[config.mk]
export PLATFORM = sky130hd
export DESIGN_NAME = alu_exec_unit_flat
export DESIGN_NICKNAME = d
export VERILOG_FILES = /design/src/rtl/alu_exec_unit_if.sv /design/src/rtl/alu_exec_unit.sv /design/src/flat_wrapper.sv
export SDC_FILE = /design/constraint.sdc
export NUM_CORES = 1
export LEC_CHECK = 0
export ABC_AREA = 1
export BUFFER_PORTS_ARGS = -buffer_cell sky130_fd_sc_hd__buf_2
export CELL_PAD_IN_SITES_DETAIL_PLACEMENT = 0
export CELL_PAD_IN_SITES_GLOBAL_PLACEMENT = 1
export CORE_MARGIN = 8
export CORE_UTILIZATION = 30
export DETAILED_ROUTE_END_ITERATION = 8
export PLACE_DENSITY_LB_ADDON = 0.1
export SETUP_SLACK_MARGIN = 0.4
export SYNTH_ARGS = -nofsm -noshare
export SYNTH_HDL_FRONTEND = slang
export SYNTH_SLANG_ARGS = --single-unit
[constraint.sdc]
create_clock -name clk -period 6.6 [get_ports clk]
set_clock_uncertainty 0.2 [all_clocks]
set_input_delay 1.32 -clock clk [delete_from_list [all_inputs] [get_ports clk]]
set_output_delay 1.32 -clock clk [all_outputs]
set_load 0.01 [all_outputs]
[src/rtl/alu_exec_unit_if.sv]
// Signal bundle between the EX-stage control/datapath and alu_exec_unit.
// master drives operands and controls; slave (the ALU) returns results and flags.
interface alu_exec_unit_if;
   logic [31:0] pc;
   logic [31:0] pc_plus4;
   logic [31:0] br_pc_plus4;
   logic [31:0] br_imm;
   logic [31:0] br_target;
   logic [3:0]  alu_op;
   logic [31:0] imm;
   logic [31:0] op_a;
   logic [31:0] op_b;
   logic [3:0]  alu_ctrl;
   logic [31:0] result;
   logic        zero;
   logic        overflow;
   logic        illegal;
   logic        ovf_clr;
   logic        ovf_sticky;

   modport master (
      output pc, br_pc_plus4, br_imm, alu_op, imm, op_a, op_b, ovf_clr,
      input  pc_plus4, br_target, alu_ctrl, result, zero, overflow, illegal, ovf_sticky
   );

   modport slave (
      input  pc, br_pc_plus4, br_imm, alu_op, imm, op_a, op_b, ovf_clr,
      output pc_plus4, br_target, alu_ctrl, result, zero, overflow, illegal, ovf_sticky
   );
endinterface

[src/rtl/alu_exec_unit.sv]
// MIPS EX-stage ALU with ALUOp/funct decode, PC+4 and branch-target adders, sticky overflow.
// Define ALU_SHIFT_EN to include SLL/SRL/SRA; otherwise those functs decode as illegal.
module alu_exec_unit (
   input logic           clk,
   input logic           reset,
   alu_exec_unit_if.slave bus
);
   localparam logic [3:0] C_AND   = 4'd0;
   localparam logic [3:0] C_OR    = 4'd1;
   localparam logic [3:0] C_ADD   = 4'd2;
   localparam logic [3:0] C_XOR   = 4'd3;
   localparam logic [3:0] C_ADDU  = 4'd4;
   localparam logic [3:0] C_SUBU  = 4'd5;
   localparam logic [3:0] C_SUB   = 4'd6;
   localparam logic [3:0] C_SLT   = 4'd7;
   localparam logic [3:0] C_SLL   = 4'd8;
   localparam logic [3:0] C_SRL   = 4'd9;
   localparam logic [3:0] C_SRA   = 4'd10;
   localparam logic [3:0] C_SLTU  = 4'd11;
   localparam logic [3:0] C_NOR   = 4'd12;
   localparam logic [3:0] C_LUI   = 4'd13;
   localparam logic [3:0] C_ILL   = 4'd15;

   logic [5:0]  funct;
   logic [4:0]  shamt;
   logic [3:0]  ctrl;
   logic [31:0] sum;
   logic [31:0] diff;
   logic [31:0] res;
   logic        ovf;
   logic        ill;
   logic [3:0]  alu_ctrl;
   logic [31:0] result;
   logic        overflow;
   logic        illegal;
   logic        ovf_sticky;

   assign funct = bus.imm[5:0];
   assign shamt = bus.imm[10:6];

   // Adders are outside the reset gating so fetch keeps running during reset.
   assign bus.pc_plus4  = bus.pc + 32'd4;
   assign bus.br_target = bus.br_pc_plus4 + {bus.br_imm[29:0], 2'b00};

   always_comb begin
      ctrl = C_ILL;
      case (bus.alu_op)
         4'b0000: ctrl = C_ADD;
         4'b0001: ctrl = C_SUB;
         4'b0010: begin
            case (funct)
               6'b100000: ctrl = C_ADD;
               6'b100001: ctrl = C_ADDU;
               6'b100010: ctrl = C_SUB;
               6'b100011: ctrl = C_SUBU;
               6'b100100: ctrl = C_AND;
               6'b100101: ctrl = C_OR;
               6'b100110: ctrl = C_XOR;
               6'b100111: ctrl = C_NOR;
               6'b101010: ctrl = C_SLT;
               6'b101011: ctrl = C_SLTU;
`ifdef ALU_SHIFT_EN
               6'b000000: ctrl = C_SLL;
               6'b000010: ctrl = C_SRL;
               6'b000011: ctrl = C_SRA;
`endif
               default:   ctrl = C_ILL;
            endcase
         end
         4'b0011: ctrl = C_AND;
         4'b0100: ctrl = C_OR;
         4'b0101: ctrl = C_SLT;
         4'b0110: ctrl = C_LUI;
         4'b0111: ctrl = C_XOR;
         4'b1000: ctrl = C_ADDU;
         4'b1001: ctrl = C_SLTU;
         default: ctrl = C_ILL;
      endcase
   end

   assign sum  = bus.op_a + bus.op_b;
   assign diff = bus.op_a - bus.op_b;

   always_comb begin
      res = 32'd0;
      ovf = 1'b0;
      ill = 1'b0;
      case (ctrl)
         C_AND:  res = bus.op_a & bus.op_b;
         C_OR:   res = bus.op_a | bus.op_b;
         C_ADD: begin
            res = sum;
            ovf = (bus.op_a[31] == bus.op_b[31]) && (sum[31] != bus.op_a[31]);
         end
         C_XOR:  res = bus.op_a ^ bus.op_b;
         C_ADDU: res = sum;
         C_SUBU: res = diff;
         C_SUB: begin
            res = diff;
            ovf = (bus.op_a[31] != bus.op_b[31]) && (diff[31] != bus.op_a[31]);
         end
         C_SLT:  res = {31'd0, $signed(bus.op_a) < $signed(bus.op_b)};
         C_SLTU: res = {31'd0, bus.op_a < bus.op_b};
         C_NOR:  res = ~(bus.op_a | bus.op_b);
         C_LUI:  res = {bus.op_b[15:0], 16'h0000};
`ifdef ALU_SHIFT_EN
         C_SLL:  res = bus.op_b << shamt;
         C_SRL:  res = bus.op_b >> shamt;
         C_SRA:  res = $signed(bus.op_b) >>> shamt;
`endif
         default: ill = 1'b1;
      endcase
   end

   // Reset forces a quiet, zero-valued ALU output independent of the clock.
   always_comb begin
      alu_ctrl = 4'd0;
      result   = 32'd0;
      overflow = 1'b0;
      illegal  = 1'b0;
      if (reset) begin
         alu_ctrl = ctrl;
         result   = res;
         overflow = ovf;
         illegal  = ill;
      end
   end

   // Set has priority over clear so a same-cycle overflow is never lost.
   always_ff @(posedge clk or negedge reset) begin
      if (!reset)
         ovf_sticky <= 1'b0;
      else if (overflow)
         ovf_sticky <= 1'b1;
      else if (bus.ovf_clr)
         ovf_sticky <= 1'b0;
   end

   assign bus.alu_ctrl   = alu_ctrl;
   assign bus.result     = result;
   assign bus.zero       = (result == 32'd0);
   assign bus.overflow   = overflow;
   assign bus.illegal    = illegal;
   assign bus.ovf_sticky = ovf_sticky;

`ifdef ALU_SHIFT_EN
   logic unused_bits;
   assign unused_bits = ^{bus.imm[31:11], bus.br_imm[31:30]};
`else
   logic unused_bits;
   assign unused_bits = ^{bus.imm[31:6], bus.br_imm[31:30]};
`endif
endmodule

[src/flat_wrapper.sv]
// flat-port wrapper written by rule: the top's interface ports become plain ports
module alu_exec_unit_flat 
  (clk, reset, bus_pc, bus_br_pc_plus4, bus_br_imm, bus_alu_op, bus_imm, bus_op_a, bus_op_b, bus_ovf_clr, bus_pc_plus4, bus_br_target, bus_alu_ctrl, bus_result, bus_zero, bus_overflow, bus_illegal, bus_ovf_sticky);
  alu_exec_unit_if bus_i ();
  input logic clk;
  input logic reset;
  input wire logic [$bits(bus_i.pc)-1:0] bus_pc;
  input wire logic [$bits(bus_i.br_pc_plus4)-1:0] bus_br_pc_plus4;
  input wire logic [$bits(bus_i.br_imm)-1:0] bus_br_imm;
  input wire logic [$bits(bus_i.alu_op)-1:0] bus_alu_op;
  input wire logic [$bits(bus_i.imm)-1:0] bus_imm;
  input wire logic [$bits(bus_i.op_a)-1:0] bus_op_a;
  input wire logic [$bits(bus_i.op_b)-1:0] bus_op_b;
  input wire logic [$bits(bus_i.ovf_clr)-1:0] bus_ovf_clr;
  output wire logic [$bits(bus_i.pc_plus4)-1:0] bus_pc_plus4;
  output wire logic [$bits(bus_i.br_target)-1:0] bus_br_target;
  output wire logic [$bits(bus_i.alu_ctrl)-1:0] bus_alu_ctrl;
  output wire logic [$bits(bus_i.result)-1:0] bus_result;
  output wire logic [$bits(bus_i.zero)-1:0] bus_zero;
  output wire logic [$bits(bus_i.overflow)-1:0] bus_overflow;
  output wire logic [$bits(bus_i.illegal)-1:0] bus_illegal;
  output wire logic [$bits(bus_i.ovf_sticky)-1:0] bus_ovf_sticky;
  assign bus_i.pc = bus_pc;
  assign bus_i.br_pc_plus4 = bus_br_pc_plus4;
  assign bus_i.br_imm = bus_br_imm;
  assign bus_i.alu_op = bus_alu_op;
  assign bus_i.imm = bus_imm;
  assign bus_i.op_a = bus_op_a;
  assign bus_i.op_b = bus_op_b;
  assign bus_i.ovf_clr = bus_ovf_clr;
  assign bus_pc_plus4 = bus_i.pc_plus4;
  assign bus_br_target = bus_i.br_target;
  assign bus_alu_ctrl = bus_i.alu_ctrl;
  assign bus_result = bus_i.result;
  assign bus_zero = bus_i.zero;
  assign bus_overflow = bus_i.overflow;
  assign bus_illegal = bus_i.illegal;
  assign bus_ovf_sticky = bus_i.ovf_sticky;
  alu_exec_unit u_core (.clk(clk), .reset(reset), .bus(bus_i));
endmodule
Word level (Yosys, flattened, before mapping). Index checks and enable logic that the tools add are counted.

$add $sub $neg: 4. $mul: 0. Divide/modulo/power cells: 0. Magnitude comparators: 2. Eq/ne operators: 33. Shifts and indexed selects: 0. Multiplexer cells: 11. Bitwise operators: 4. Reduce and logical (&&, ||, !) cells: 9.

Operator list (count): 32-bit case mux with 9 select lines (1); 4-bit case mux with 10 select lines (2); 32-bit adder (2); 32-bit < comparator (2); 6-bit equality test (second input constant) (10); 32-bit by 3-bit adder with 32-bit output (second input constant) (1); 32-bit bitwise AND (1); 4-bit by 3-bit equality test with 1-bit output (second input constant) (8); 32-bit zero test (1); 32-bit two-way mux (1); 32-bit NOT (1); 32-bit OR (1); 32-bit subtractor (1); 32-bit XOR (1); 4-bit equality test (second input constant) (5); 4-bit by 2-bit equality test with 1-bit output (second input constant) (4); 11-bit OR reduction (1); 4-bit by 1-bit equality test with 1-bit output (second input constant) (2); 4-bit zero test (2); 1-bit two-way mux (5); 4-bit two-way mux (1); 2-bit OR reduction (2); 1-bit != test (3); 1-bit logical AND (2); other kinds (3) (3).

Register bits: 1. Bits in latches: 0. Bits in writable memories: 0. Bits in read-only memories: 0. Input port bits: 199. Output and inout bits: 104. Word-level logic and storage cells: 64. Memories: 0.

Depth between registers and ports, before layout. Gate-level depths: netlist (run 1).

Depth in word-level cells: 8. Depth in mapped cells: 23. Mapped depth without buffers: 23.

Worst setup path after synthesis (run 1). OpenSTA, ideal clock, no wires.

Path type: input -> output. Start: input port bus_br_imm[0]. End: output port bus_br_target[26]. Data arrival time: 3477 ps. Required time: 5080 ps. Path slack: 1603 ps. Stages: 13. Buffers on the path: 0. Cell sequence: ha_1 inv_1 fa_1 nand3b_1 nand2_1 a21oi_1 o21ai_0 a21oi_1 inv_1 a21oi_1 o31ai_1 a21oi_1 xnor2_1.

Longest elaborated chain between the ends: 1.

RTL lines: start: declaration (line flat_wrapper.sv:9) `input wire logic [$bits(bus_i.br_imm)-1:0] bus_br_imm;`; 32-bit adder (line alu_exec_unit.sv:43) `assign bus.br_target = bus.br_pc_plus4 + {bus.br_imm[29:0], 2'b00};`; end: declaration (line flat_wrapper.sv:16) `output wire logic [$bits(bus_i.br_target)-1:0] bus_br_target;`.

No other way between the ends.

Worst setup path after layout (run 1).
Start: input port bus_op_b[14]. End: output port bus_zero.

Longest elaborated chain between the ends: 5. Elaborated cells on any way between the ends: 11. Those cells by class: add/sub: 2; order compare: 2; mux: 2; bitwise: 4; reduce/logical: 1.

RTL lines: start: declaration (line flat_wrapper.sv:13) `input wire logic [$bits(bus_i.op_b)-1:0] bus_op_b;`; branches (longest 2 deep; another with 32-bit subtractor); 32-bit case mux with 9 select lines * (line alu_exec_unit.sv:88) `case (ctrl)`; 32-bit two-way mux * (line alu_exec_unit.sv:121) `if (reset) begin`; 32-bit zero test * (line alu_exec_unit.sv:141) `assign bus.zero = (result == 32'd0);`; end: declaration (line flat_wrapper.sv:19) `output wire logic [$bits(bus_i.zero)-1:0] bus_zero;`.

Every way passes the cells marked *.

==> impl_results.md, run 1 <==
- Launching point of the worst reg2reg path: u_core.bus.ovf_sticky
- Met3 Resource Use GR: under 10%
- Pwr dens: between 90 and 100 mW/mm2
- Shortest clock period the worst path allows after layout: between 5 and 6 ns
- Post-Syn Area per Cell: 5.153 um2
- Post-synth top area share: 22.05%
- Net Count, Synth: 2234
- First-pass detailed-route iteration total: 5
- Depth of the worst register-to-register path: 2
- Layout Utilization: between 30% and 40%
- Combined area of all synthesized cells: between 0.009 and 0.01 mm2
- Transition at the pin with the smallest max-transition slack: between 0.9 and 1 ns
- Number of hold buffers added after CTS: 0
- Via density: just under 5
- Vertical die dimension: roughly 200 um
- Count of placed standard cells in the final layout, fillers left out: 2585
- Placed instance area: about 0.012 mm2
- Number of flops mapped to enable cells by yosys: 0
- Hold/Removal Path Class: reg2reg
- Sequential-to-total area share from yosys stat: 0.2548%
- Number of warnings issued by yosys: 0
- I/O pin total: between 300 and 400
- Detailed-route DRC error count: 0
- Post-DP HPWL: 40210 um
- Worst R2R Setup Slack: approximately 5.8 ns
- Later-pin clock latency in the skew report: 0 ns
- Width of the die: 196.9 um
- Final Routed Wirelength: 46400 um
- Dominant cells by area after synthesis: nand2_1 (22%), ha_1 (16%), inv_1 (12%)
- Top-count cell post-synth: nand2_1
- Vias after detailed routing: between 10000 and 15000
- Global routing usage summed across all routing layers: between 20% and 30%
- Setup total negative slack: 0 ns
- Post-route clock period utilization: 90.11%
- Final estimated routing congestion in global placement: around 0.96
- Cell leakage power: 7.030 nW
- Full die area: between 0.03 and 0.04 mm2
- Final routed wire length divided by cell count: 17.95 um
- Final hold violation count: 0
- Cell Rows: 66
- Predominant post-synthesis flop cell: dfrtp_1
- Post-route ant nets: 0
- End of the worst register-to-register path: u_core.bus.ovf_sticky
- GRT overflow: 0
- Worst vdd ir: between 20 and 25 uV
- RSZ-0062 raised after global routing: false
- Number of nets in the final layout: 2472
- Data required time of the critical path: 5.08 ns
- Setup violators final: 0
- Synth area leader: nand2_1
- Met1 routing resource usage after global routing: 29.68%
- Largest register FFs: 1
- Initial DRC count: 795
- Max-Cap Viols: 0
- Clock edge transition at the registers on the reported setup and hold paths: 0 ns
- Critical path's largest stage delay: 0.51 ns
- Critical path startpoint category: input pin
- Worst slew slack as a fraction of its limit: between 30% and 40%
- Count of buffers inserted at the top-level ports: between 200 and 300
- Cell occurring most often along the worst timing path: nand2_1
- Post-route cell area: roughly 0.012 mm2
- Gr busiest metal: met2
- Outcome: complete, no violations
- Maximum clock frequency: between 150 and 200 MHz
- First-pass GRT wire length: between 60000 and 70000 um
- Endpoint of the worst hold-timing path: u_core.bus.ovf_sticky
- Fraction of registers with async set or reset after synthesis: 100.0%
- Largest registers in the final layout: u_core.bus.ovf_sticky: 1 flops
- Pin count of the biggest net entering global routing: 36
- Via count of the first global-routing pass: approximately 12000
- Critical path cell sequence: buf_2, inv_1, ha_1, a21oi_1, o21ai_0, a21oi_1, nand2_1, a21boi_0, nand2_1, nand3_1, nand3_1, o21ai_1, nand2_1, nor2_2, nand2_1, nor2_1, buf_2
- Final-report max-slew violation count: 0
- Core region area: between 0.03 and 0.04 mm2
- Share of cells above drive strength 1: around 16%
- Cells after Synth: about 1900
- Post-placement cell count: approximately 2600
- Count of distinct cell types in the synthesized netlist: 52
- Top cells by instance count after synthesis: nand2_1 (577), inv_1 (327), nor2_1 (234)
- CP max-delay cell: a21boi_0
- Biggest register: u_core.bus.ovf_sticky
- Met2 global-route usage: roughly two fifths
- Hold Path Stages: 2
- Fill cell total of the finished layout: 3921
- Hold path start: u_core.bus.ovf_sticky
- Synthesis-to-layout area growth: 17.71%
- Highest net fanout along the worst path: 9
- Flip-flop and latch count after synthesis: 1
- Initial Util: between 30% and 40%
- Endpoint kind of the worst setup timing path: output pin
- Critical path start-end classification: in2out
- Antenna violations before repair: 1
- Worst EP arrival: approximately 4.4 ns
==> power breakdown <==
group / leakage, nW / total (mW) / switching, mW / internal (mW)
sequential: 0.0139 / 0.00660 / 0.000114 / 0.00649
combinational: 7.02 / 1.04 / 0.689 / 0.346
clock: 0.00000634 / 0.0000000203 / 0 / 0.0000000203
==> per-stage QoR <==
step                      hold WS (ns)  setup slack (ns)  power, mW
after floorplan                 0.3435             1.603     0.6556
after global placement          0.2983            0.4674      1.034
after detailed placement        0.3311            0.4368      1.034
after CTS                       0.3319            0.4364      1.039
after global routing            0.3708            0.4123      1.159
final                           0.3204            0.6524      1.042
==> cell families after synthesis <==
| group | share of synthesized area, % |
|---|---|
| AND/OR/NAND/NOR | 47.39 |
| buffers and inverters | 16.18 |
| AO/OA/AOI/OAI | 12.82 |
| adder cells (fa/ha/maj) | 16.66 |
| XOR/XNOR | 6.689 |
| flip-flops | 0.2548 |
==> area by class of cell <==
| type | count | area [um2] | area share [%] |
|---|---|---|---|
| Multi-Input combinational cell | 1515 | 8234 | 71.23 |
| Timing Repair Buffer | 282 | 1451 | 12.56 |
| Inverter | 344 | 1294 | 11.19 |
| Tap cell | 442 | 553.0 | 4.784 |
| Sequential cell | 1 | 25.02 | 0.2165 |
| Antenna cell | 1 | 2.502 | 0.02165 |
==> cell usage in the layout, fill, tap and decap left out, drive strengths merged, types with 2 or more instances in the layout <==
cell type and n:
nand2 589, inv 343, buf 282, nor2 248
nand3 156, ha 126, a21oi 106, o21ai 83
xor2 58, nand4 37, nor3 20, nand3b 18
xnor2 17, o21bai 14, a31oi 6, or2 6
a21boi 6, a21o 5, a211oi 3, nor4 3
fa 3, o31ai 2, and2 2
==> critical path, delay by kind of cell <==
family / cells / cell delay, ns
AND/OR/NAND/NOR: 8 / 1.05
adder cells (fa/ha/maj): 1 / 0.44
buffers and inverters: 3 / 0.31
AO/OA/AOI/OAI: 5 / 1.30
==> per-layer routing <==
layer,routed length (um),up-vias,part of all wire [%]
met5,0,-,0
met4,1030,0,2.2
met3,2915,44,6.3
met2,22140,384,48
met1,20310,5666,44
li1,-,6426,-
==> repair_timing <==
item / CTS / global route
setup buffers: 0 / 1
gates resized for setup: 0 / 10
endpoints found under the setup margin: 0 / 1
==> worst max path at each step <==
stage,depth (start not counted),to,from,slack (ns)
after floorplan,13,bus_br_target[26],bus_br_imm[0],1.60
after global placement,20,bus_zero,bus_op_b[3],0.47
after detailed placement,20,bus_zero,bus_op_b[3],0.44
after CTS,20,bus_zero,bus_op_b[3],0.44
after global routing,21,bus_zero,bus_op_a[0],0.41
final,17,bus_zero,bus_op_b[14],0.65
Power figures use the tool's default switching activity.
==> inputs of run 2 (changes only) <==
Settings changed: ABC_AREA 1 to default.
==> run 2 against run 1 <==
  * Flip-flop and latch count is the same
  * Utilization is 6.9 points higher
  * Critical path type unchanged
  * Combinational power up 9%
  * Critical path depth fell by 2
  * First-iteration DRC count shrank 0.63%
  * Global-route usage fell by 0.33 points
  * Sequential share of layout area about the same
  * Register-to-register slack lost 0.22 ns
  * Design area rose by 1.7%
  * Final cell count shrank 22%
  * Via count is 12% lower
==> impl_results.md, run 2 <==
- Outcome: complete, no violations
- Detailed-route DRC error count: 0
- Critical path startpoint category: input pin
- Setup violators final: 0
- Maximum clock frequency: ~160 MHz
- Cell leakage power: about 5.7 nW
- Cells after Synth: about 1200
- Largest register FFs: 1
- Final estimated routing congestion in global placement: ~0.96
- Number of flops mapped to enable cells by yosys: 0
- Predominant post-synthesis flop cell: dfrtp_1
- Top library cells by usage in the layout, fill and taps aside: buf_2 (263), buf_4 (180), ha_1 (120), inv_1 (113), nor2_1 (98)
- GRT overflow: 0
- Via count of the first global-routing pass: around 11000
- Flip-flop and latch count after synthesis: 1
- Hold Path Stages: 1
- Launching point of the worst reg2reg path: u_core.bus.ovf_sticky
- Number of nets in the final layout: between 1500 and 2000
- Final routed wire length divided by cell count: ~20 um
- Shortest clock period the worst path allows after layout: roughly 6.4 ns
- Dominant cells by area after synthesis: ha_1 (19%), a21oi_1 (5.4%), inv_1 (5.2%)
- Hold/Removal Path Class: reg2reg
- # diodes: 0
- Fraction of registers with async set or reset after synthesis: 100.0%
- Later-pin clock latency in the skew report: 0 ns
- RSZ-0062 raised after global routing: true
- Pwr dens: 96.86 mW/mm2
- Synth area leader: ha_1
- Post-route ant nets: 0
- Total power: 1.138 mW
- End of the worst register-to-register path: u_core.bus.ovf_sticky
- First-pass detailed-route iteration total: 5
- Core region area: 0.02755 mm2
- Worst slew slack as a fraction of its limit: a little over two fifths
- Net Count, Synth: roughly 1600
- Post-route clock period utilization: between 90% and 100%
- Final hold violation count: 0
- Final-report max-slew violation count: 0
- Depth of the worst register-to-register path: 1
- Antenna violations before repair: 0
- Final Routed Wirelength: 39390 um
- Post-synth top area share: roughly a fifth
- Worst EP arrival: just under 5 ns
- Global routing usage summed across all routing layers: roughly 22%
- Fill cell total of the finished layout: just under 3000
- I/O pin total: roughly 300
- Worst R2R Setup Slack: between 5 and 6 ns
- Cell Rows: between 60 and 70
- Count of buffers inserted at the top-level ports: 266
- Vertical die dimension: about 180 um
- Width of the die: about 180 um
- Count of placed standard cells in the final layout, fillers left out: about 2000
- First-pass GRT wire length: roughly 61000 um
- Endpoint kind of the worst setup timing path: output pin
- Share of cells above drive strength 1: between 30 and 40%
- Count of distinct cell types in the synthesized netlist: between 80 and 90
- Highest net fanout along the worst path: 8
- Full die area: between 0.03 and 0.04 mm2
- Hold path start: u_core.bus.ovf_sticky
- Setup total negative slack: 0 ns
- Top-count cell post-synth: ha_1
- Clock edge transition at the registers on the reported setup and hold paths: 0 ns
- Data required time of the critical path: a little over 5 ns
- Most common library cell in the layout ignoring fill and taps: buf_2
- Setup slack at placement: -0.1289 ns
- Layout Utilization: between 40% and 50%
- Endpoint of the worst hold-timing path: u_core.bus.ovf_sticky
- Final worst setup slack: approximately 0.15 ns
- Transition at the pin with the smallest max-transition slack: between 0.8 and 0.9 ns
- Worst vdd ir: ~32 uV
- Combined area of all synthesized cells: approximately 0.0083 mm2
- Top cells by instance count after synthesis: ha_1 (126), inv_1 (115), nor2_1 (99)
- Pin count of the biggest net entering global routing: 19
- Largest registers in the final layout: u_core.bus.ovf_sticky: 1 flops
- Max-Cap Viols: 0
- Critical path start-end classification: in2out
- Biggest register: u_core.bus.ovf_sticky
- Post-placement cell count: about 2000
- Synthesis-to-layout area growth: 41.40%
- Post-Syn Area per Cell: between 6 and 7 um2
- Number of warnings issued by yosys: 0
- Via density: 5.467
- Post-DP HPWL: approximately 33000 um
- Initial Util: 30.17%
- Vias after detailed routing: around 11000
- Sequential-to-total area share from yosys stat: less than 1%
- Worst setup path startpoint: bus_imm[3]
- Number of hold buffers added after CTS: 0
- Initial DRC count: just under 800
run 2: repair_timing:
item / CTS / global route
gates resized for setup: 37 / 57
setup buffers: 4 / 4
hold endpoints to repair: 0 / 0
pin swaps: 12 / 17
endpoints found under the setup margin: 9 / 9
run 2: cells by family (layout without fill, tap and decap cells):
| logic type | after synthesis | after routing | synth area share, % |
|---|---|---|---|
| AO/OA/AOI/OAI | 434 | 434 | 37.05 |
| buffers and inverters | 176 | 569 | 8.610 |
| multiplexers | 8 | 8 | 0.9785 |
| AND/OR/NAND/NOR | 417 | 417 | 26.00 |
| XOR/XNOR | 70 | 70 | 7.376 |
| adder cells (fa/ha/maj) | 129 | 129 | 19.69 |
| flip-flops | 1 | 1 | 0.3010 |
run 2: layout make-up:
cell class              instances  area, um2  share of cell area, %
inverters                     116      437.9                  3.726
multi-input cells            1058       8006                  68.13
flip-flops and latches          1      25.02                 0.2129
well taps                     378      473.0                  4.024
repair buffers                453       2810                  23.91
run 2: stage by stage:
stage / hold slack (ns) / cell area (um2)
detailed placement: 0.3156 / 11240
CTS: 0.3156 / 11440
global route: 0.3485 / 11750
finish: 0.3016 / 11750
global placement: 0.3027 / 11240
floorplan: 0.3522 / 8318
run 2: per-layer routing:
metal / global-route usage, % / share of wire [%] / up-vias
met3: 3.699 / 7.5 / 56
met4: 5.149 / 2.5 / 0
met5: 0 / 0 / -
li1: - / - / 5393
met2: 37.96 / 46 / 406
met1: 29.29 / 44 / 5112
run 2: power breakdown:
part	total [mW]	internal, mW	switching [mW]
logic	1.13	0.502	0.630
registers	0.00655	0.00645	0.0000992
clock network	0	0	0
run 2: critical path: stages:
cell and delay [ns]:
buf_2 0.14, and2b_1 0.23, nand4_4 0.15, a2111oi_4 0.51, nor4_2 0.08, and2_1 0.23, buf_4 0.19, a221o_1 0.31
a222oi_1 0.42, nand2_2 0.19, buf_4 0.18, o31a_1 0.28, or4_1 0.41, nor3_2 0.11, buf_2 0.15
run 2: how the worst max path moves through the flow:
stage | end | slack [ns] | cells past startpoint
4_1_cts | bus_zero | 0.06 | 15
3_3_place_gp | bus_zero | -0.14 | 15
2_1_floorplan | bus_zero | 0.44 | 15
3_5_place_dp | bus_zero | -0.13 | 16
5_1_grt | bus_zero | 0.03 | 17
6_report | bus_zero | 0.15 | 15
